<file path="src/rtl/ext_pipe_if.sv">
// Handshake bundle for ext_pipe: input side (imm/op) and output side (operand/err).
// Master drives requests and out_ready; slave (the extender) drives the responses.
interface ext_pipe_if #(
  parameter int unsigned DW  = 32,
  parameter int unsigned IW  = 26,
  parameter int unsigned OPW = 4
);
  logic           in_valid;
  logic           in_ready;
  logic [IW-1:0]  in_imm;
  logic [OPW-1:0] in_op;
  logic           out_valid;
  logic           out_ready;
  logic [DW-1:0]  out_data;
  logic           out_err;

  modport master (
    output in_valid, in_imm, in_op, out_ready,
    input  in_ready, out_valid, out_data, out_err
  );

  modport slave (
    input  in_valid, in_imm, in_op, out_ready,
    output in_ready, out_valid, out_data, out_err
  );
endinterface

</file>
<file path="src/rtl/ext_pipe.sv">
// Registered immediate extender with valid/ready handshake.
// Turns a raw instruction immediate plus an extension opcode into a DW-bit operand one cycle later,
// holds it under back-pressure and drops it on flush. Undefined opcodes give zero data with out_err.
// Optional feature macro EXT_PIPE_SKID_EN: adds a one-entry skid buffer behind the output register
// so in_ready becomes a registered signal with no combinational path from out_ready.
// Interface parameters must match the module parameters.
module ext_pipe #(
  parameter int unsigned DW  = 32,
  parameter int unsigned IW  = 26,
  parameter int unsigned OPW = 4
) (
  input  logic     clk,
  input  logic     reset,
  input  logic     flush,
  ext_pipe_if.slave bus
);

  if (DW < 32) begin : g_dw_chk
    $error("ext_pipe: DW must be >= 32");
  end
  if (IW < 26) begin : g_iw_chk
    $error("ext_pipe: IW must be >= 26");
  end
  if (OPW < 3) begin : g_opw_chk
    $error("ext_pipe: OPW must be >= 3");
  end

  localparam logic [OPW-1:0] OpZe16 = OPW'(0);
  localparam logic [OPW-1:0] OpSe16 = OPW'(1);
  localparam logic [OPW-1:0] OpZe26 = OPW'(2);
  localparam logic [OPW-1:0] OpLui  = OPW'(3);
  localparam logic [OPW-1:0] OpBr   = OPW'(4);
  localparam logic [OPW-1:0] OpJmp  = OPW'(5);
  localparam logic [OPW-1:0] OpSe8  = OPW'(6);
  localparam logic [OPW-1:0] OpZe8  = OPW'(7);

  logic [DW-1:0] se16;
  logic [DW-1:0] ext_data;
  logic          ext_err;
  logic          accept;

  logic          out_valid_q, out_valid_d;
  logic [DW-1:0] out_data_q,  out_data_d;
  logic          out_err_q,   out_err_d;

  // Combinational extension of the incoming immediate according to in_op.
  always_comb begin
    se16     = {{(DW-16){bus.in_imm[15]}}, bus.in_imm[15:0]};
    ext_data = '0;
    ext_err  = 1'b0;
    case (bus.in_op)
      OpZe16:  ext_data = {{(DW-16){1'b0}}, bus.in_imm[15:0]};
      OpSe16:  ext_data = se16;
      OpZe26:  ext_data = {{(DW-26){1'b0}}, bus.in_imm[25:0]};
      // Sign-extending imm16 then shifting by 16 equals sign extension from bit 31.
      OpLui:   ext_data = se16 << 16;
      OpBr:    ext_data = se16 << 2;
      OpJmp:   ext_data = {{(DW-28){1'b0}}, bus.in_imm[25:0], 2'b00};
      OpSe8:   ext_data = {{(DW-8){bus.in_imm[7]}}, bus.in_imm[7:0]};
      OpZe8:   ext_data = {{(DW-8){1'b0}}, bus.in_imm[7:0]};
      default: ext_err  = 1'b1;
    endcase
  end

`ifdef EXT_PIPE_SKID_EN
  logic          skid_valid_q, skid_valid_d;
  logic [DW-1:0] skid_data_q,  skid_data_d;
  logic          skid_err_q,   skid_err_d;
  logic          drain;

  assign bus.in_ready = !skid_valid_q;
  assign accept       = bus.in_valid && bus.in_ready;
  assign drain        = !out_valid_q || bus.out_ready;

  // Next state: output register refills from skid first so ordering is preserved.
  always_comb begin
    out_valid_d  = out_valid_q;
    out_data_d   = out_data_q;
    out_err_d    = out_err_q;
    skid_valid_d = skid_valid_q;
    skid_data_d  = skid_data_q;
    skid_err_d   = skid_err_q;
    if (flush) begin
      out_valid_d  = 1'b0;
      out_data_d   = '0;
      out_err_d    = 1'b0;
      skid_valid_d = 1'b0;
      skid_data_d  = '0;
      skid_err_d   = 1'b0;
    end else if (drain) begin
      if (skid_valid_q) begin
        // in_ready is low here, so no input transfer can coincide.
        out_valid_d  = 1'b1;
        out_data_d   = skid_data_q;
        out_err_d    = skid_err_q;
        skid_valid_d = 1'b0;
        skid_data_d  = '0;
        skid_err_d   = 1'b0;
      end else if (accept) begin
        out_valid_d = 1'b1;
        out_data_d  = ext_data;
        out_err_d   = ext_err;
      end else begin
        out_valid_d = 1'b0;
        out_data_d  = '0;
        out_err_d   = 1'b0;
      end
    end else if (accept) begin
      skid_valid_d = 1'b1;
      skid_data_d  = ext_data;
      skid_err_d   = ext_err;
    end
  end

  // Skid entry register.
  always_ff @(posedge clk or negedge reset) begin
    if (!reset) begin
      skid_valid_q <= 1'b0;
      skid_data_q  <= '0;
      skid_err_q   <= 1'b0;
    end else begin
      skid_valid_q <= skid_valid_d;
      skid_data_q  <= skid_data_d;
      skid_err_q   <= skid_err_d;
    end
  end
`else
  assign bus.in_ready = !out_valid_q || bus.out_ready;
  assign accept       = bus.in_valid && bus.in_ready;

  // Next state: load on input transfer, clear on drain or flush, otherwise hold.
  always_comb begin
    out_valid_d = out_valid_q;
    out_data_d  = out_data_q;
    out_err_d   = out_err_q;
    if (flush) begin
      out_valid_d = 1'b0;
      out_data_d  = '0;
      out_err_d   = 1'b0;
    end else if (accept) begin
      out_valid_d = 1'b1;
      out_data_d  = ext_data;
      out_err_d   = ext_err;
    end else if (out_valid_q && bus.out_ready) begin
      out_valid_d = 1'b0;
      out_data_d  = '0;
      out_err_d   = 1'b0;
    end
  end
`endif

  // Output register.
  always_ff @(posedge clk or negedge reset) begin
    if (!reset) begin
      out_valid_q <= 1'b0;
      out_data_q  <= '0;
      out_err_q   <= 1'b0;
    end else begin
      out_valid_q <= out_valid_d;
      out_data_q  <= out_data_d;
      out_err_q   <= out_err_d;
    end
  end

  assign bus.out_valid = out_valid_q;
  assign bus.out_data  = out_data_q;
  assign bus.out_err   = out_err_q;

endmodule

</file>
<file path="src/flat_wrapper.sv">
// flat-port wrapper written by rule: the top's interface ports become plain ports
module ext_pipe_flat 
#(
  parameter int unsigned DW  = 32,
  parameter int unsigned IW  = 26,
  parameter int unsigned OPW = 4
)
  (clk, reset, flush, bus_in_valid, bus_in_imm, bus_in_op, bus_out_ready, bus_in_ready, bus_out_valid, bus_out_data, bus_out_err);
  ext_pipe_if #(.DW(DW), .IW(IW), .OPW(OPW)) bus_i ();
  input  logic clk;
  input  logic reset;
  input  logic flush;
  input wire logic [$bits(bus_i.in_valid)-1:0] bus_in_valid;
  input wire logic [$bits(bus_i.in_imm)-1:0] bus_in_imm;
  input wire logic [$bits(bus_i.in_op)-1:0] bus_in_op;
  input wire logic [$bits(bus_i.out_ready)-1:0] bus_out_ready;
  output wire logic [$bits(bus_i.in_ready)-1:0] bus_in_ready;
  output wire logic [$bits(bus_i.out_valid)-1:0] bus_out_valid;
  output wire logic [$bits(bus_i.out_data)-1:0] bus_out_data;
  output wire logic [$bits(bus_i.out_err)-1:0] bus_out_err;
  assign bus_i.in_valid = bus_in_valid;
  assign bus_i.in_imm = bus_in_imm;
  assign bus_i.in_op = bus_in_op;
  assign bus_i.out_ready = bus_out_ready;
  assign bus_in_ready = bus_i.in_ready;
  assign bus_out_valid = bus_i.out_valid;
  assign bus_out_data = bus_i.out_data;
  assign bus_out_err = bus_i.out_err;
  ext_pipe #(.DW(DW), .IW(IW), .OPW(OPW)) u_core (.clk(clk), .reset(reset), .flush(flush), .bus(bus_i));
endmodule
</file>
<file path="config.mk">
export PLATFORM = sky130hd
export DESIGN_NAME = ext_pipe_flat
export DESIGN_NICKNAME = d
export VERILOG_FILES = /design/src/rtl/ext_pipe_if.sv /design/src/rtl/ext_pipe.sv /design/src/flat_wrapper.sv
export SDC_FILE = /design/constraint.sdc
export NUM_CORES = 1
export LEC_CHECK = 0
export CORE_MARGIN = 1.5
export CORE_UTILIZATION = 50
export CTS_BUF_LIST = sky130_fd_sc_hd__clkbuf_4 sky130_fd_sc_hd__clkbuf_8
export CTS_CLUSTER_SIZE = 25
export DETAILED_ROUTE_END_ITERATION = 16
export PLACE_DENSITY = 0.95
export SYNTH_ARGS = -nofsm -noshare
export SYNTH_HDL_FRONTEND = slang
export SYNTH_SLANG_ARGS = --single-unit
</file>
<file path="constraint.sdc">
create_clock -name clk -period 2.7 [get_ports clk]
set_input_delay 0.54 -clock clk [delete_from_list [all_inputs] [get_ports clk]]
set_output_delay 0.54 -clock clk [all_outputs]
set_load 0.02 [all_outputs]
</file>
==> impl_results.md <==
- Routed Antenna Nets: 0
- Sequential share of power: 42.6%
- Layout cell share with drive strength beyond 1: 12.0%
- CTS Sinks: 34
- Seq/Total Area, Yosys: 43.4%
- CP endpoint kind: output port
- Syn avg cell area: 9.57 sq um
- Max_cap viols: 0
- FMAX: 412 MHz
- Dominant cells by area after synthesis: dfrtp_1 43%, a22o_1 6.3%, mux2_2 5.2%, nand2_1 5.0%, a221oi_1 4.0%
- H-tree level count: 2
- CTS Buf Count: 5
- Clock Skew: 6.92 ps
- Psw: 338 uW
- Layout Cells excl Fill: 322
- RSZ-0062 raised after global routing: false
- CTS Hold Bufs: 0
- CP required: 2160 ps
- CTS root buf: clkbuf_8
- WL per Instance: 17.0 microns
- Drt via density: 5.99
- Final setup margin: 272 ps
- Die width: 65.6 microns
- Diode count: 0
- Port buffer count: 69
- Reg2reg path depth: 5
- WHS Endpoint: u_core.bus.out_data[10]$_DFFE_PN0P_
- Pre-CTS WS: 269 ps
- Gr busiest metal: met2
- GR Layer Usage met3: 6.34%
- # setup viols final: 0
- DIE AREA: 4310 sq um
- Critical Path Fanout Max: 7
- Placer Congestion: 0.860
- Crit share post-route: 89.9%
- FF-to-FF Start: u_core.bus.out_valid$_DFFE_PN0P_
- Top FF cell, synth: dfrtp_1
- Synthesized area: 1960 sq um
- R2r setup slk: 1220 ps
- CTS clk-pin slew, worst paths: 60 ps
- Commonest non-fill, non-tap cell in the layout: clkdlybuf4s50_1
- Syn Nets: 240
- CP startpoint kind: primary input
- Dominant cell type by area after synthesis: dfrtp_1
- DR vias: 1,928
- GRT met1 Usage: 36.2%
- First-pass GRT wire length: 8890 microns
- Post-DP HPWL: 3770 microns
- Crit Path Category: primary input to output port
- IO Count: 70
- Pleak: 1.18 nW
- Worst slew margin: 60.9%
- Row cnt: 22
- Least-Margin Pin Slew: 584 ps
- Hold-critical path depth: 2
- Maximum VDD drop: 0.277 mV
- Clk pwr share: 34.8%
- Tot GR Track Use: 26.9%
- Final hold vios: 0
- Synth unique cells: 42
- Synth warnings: 0
- # nets final: 308
- Post-synth EDFFs: 0
- CTS tree: yes
- Power Dens Cells: 451 nW/um^2
- Seq cells post-synth: 34
- Hold_sp: u_core.bus.out_data[10]$_DFFE_PN0P_
- Worst EP arrival: 1890 ps
- HP Class: flip-flop to flip-flop
- DRC Markers: 0
- Met2 usage: 42.8%
- GRT overflow: 0
- Starting Density: 52.8%
- Vias in the first global route: 1,855
- Core ar.: 3720 sq um
- # resized after CTS: 0
- Clock buffer depth: 2
- Drt first-iter violations: 176
- Synth top area share: 43.4%
- Initial antenna violation count: 0
- Post-layout min period: 2430 ps
- Power Internal: 920 uW
- Max Slew Vio Count: 0
- Status: complete, no violations
- Switching share of power: 26.9%
- Largest net degree at the start of global routing: 35
- Die H: 65.6 microns
- Final WL: 5480 microns
- Setup TNS: 0 ps
- Crit Reg-Reg Endpoint: u_core.bus.out_data[31]$_DFFE_PN0P_
- Ys async rst share: 100%
- Dpl cells: 314
- Drt pass-1 iters: 4
- Syn Inst Count: 205
- Commonest non-fill, non-tap cells in the layout: 69 x clkdlybuf4s50_1, 34 x dfrtp_1, 26 x nand2_1, 14 x a22o_1, 12 x o21ai_1
- Gate power share: 22.7%
- Area growth syn-to-layout: 42.2%
- Setup Fix Bufs, Post-CTS: 0
- Clk_lat worst skew: 290 ps
- Overall power: 1.26 mW
==> power by group through the flow <==
stage / Sequential [mW] / Combinational [mW] / Clock [mW]
2_1_floorplan: 0.565 / 0.126 / 0
3_3_place_gp: 0.544 / 0.275 / 0
3_5_place_dp: 0.545 / 0.279 / 0
4_1_cts: 0.536 / 0.283 / 0.444
5_1_grt: 0.537 / 0.307 / 0.469
6_report: 0.536 / 0.285 / 0.438
==> flip-flops by register name (all words and copies together), names as in the netlist <==
register	count
u_core.bus.out_valid	1
u_core.bus.out_err	1
u_core.bus.out_data	32
==> cells in the mapped netlist (5+ instances only) <==
master,n
mux2i_1,7
dfrtp_1,34
nor2_1,11
o22ai_1,6
buf_2,8
mux2_2,9
a221oi_1,9
nand2_1,26
nand2b_1,5
a21oi_1,10
o21ai_0,9
a22o_1,14
a211oi_1,5
o21ai_1,12
==> through the flow <==
stage                     cell area [sq um]  hold WS [ps]  utilization [%]
after floorplan                        1960           244                -
after global placement                 2680           461             72.1
after detailed placement               2680           471             72.1
after CTS                              2790           486             75.1
after global routing                   2790           500             75.1
final                                  2790           482             75.1
==> how the worst max path moves through the flow <==
stage | end | cells after the start | slack, ps | startpoint
2_1_floorplan | u_core.bus.out_data[0]$_DFFE_PN0P_ | 6 | 1170 | bus_out_ready
3_3_place_gp | bus_in_ready | 3 | 330 | bus_out_ready
5_1_grt | bus_in_ready | 3 | 260 | bus_out_ready
3_5_place_dp | bus_in_ready | 3 | 270 | bus_out_ready
4_1_cts | bus_in_ready | 3 | 280 | bus_out_ready
6_report | bus_in_ready | 3 | 270 | bus_out_ready
==> critical path, cell delays in order <==
cell,delay [ps]
clkdlybuf4s50_1,470
nand2b_1,230
clkdlybuf4s50_1,650
==> final cells by class <==
cell class / instances / area (sq um)
sequential: 34 / 851
inverter: 5 / 18.8
clock buffer: 8 / 110
timing repair buffer: 76 / 743
multi-input combinational: 151 / 1010
fill: 272 / 927
tap: 48 / 60.1
==> per-layer routing <==
metal	part of all wire, %	vias to the layer above
li1	-	896
met3	6.6	15
met4	2.1	0
met2	49	90
met1	42	927
met5	0	-
==> cell families after synthesis <==
group                  Yosys count  share of synthesized area, %
buffers and inverters           20                          5.36
AOI/OAI and AO/OA               77                          27.8
DFF                             34                          43.4
muxes                           16                          8.74
and+or+nand+nor                 58                          14.7
Note: power is estimated with default switching activity, not from simulation.
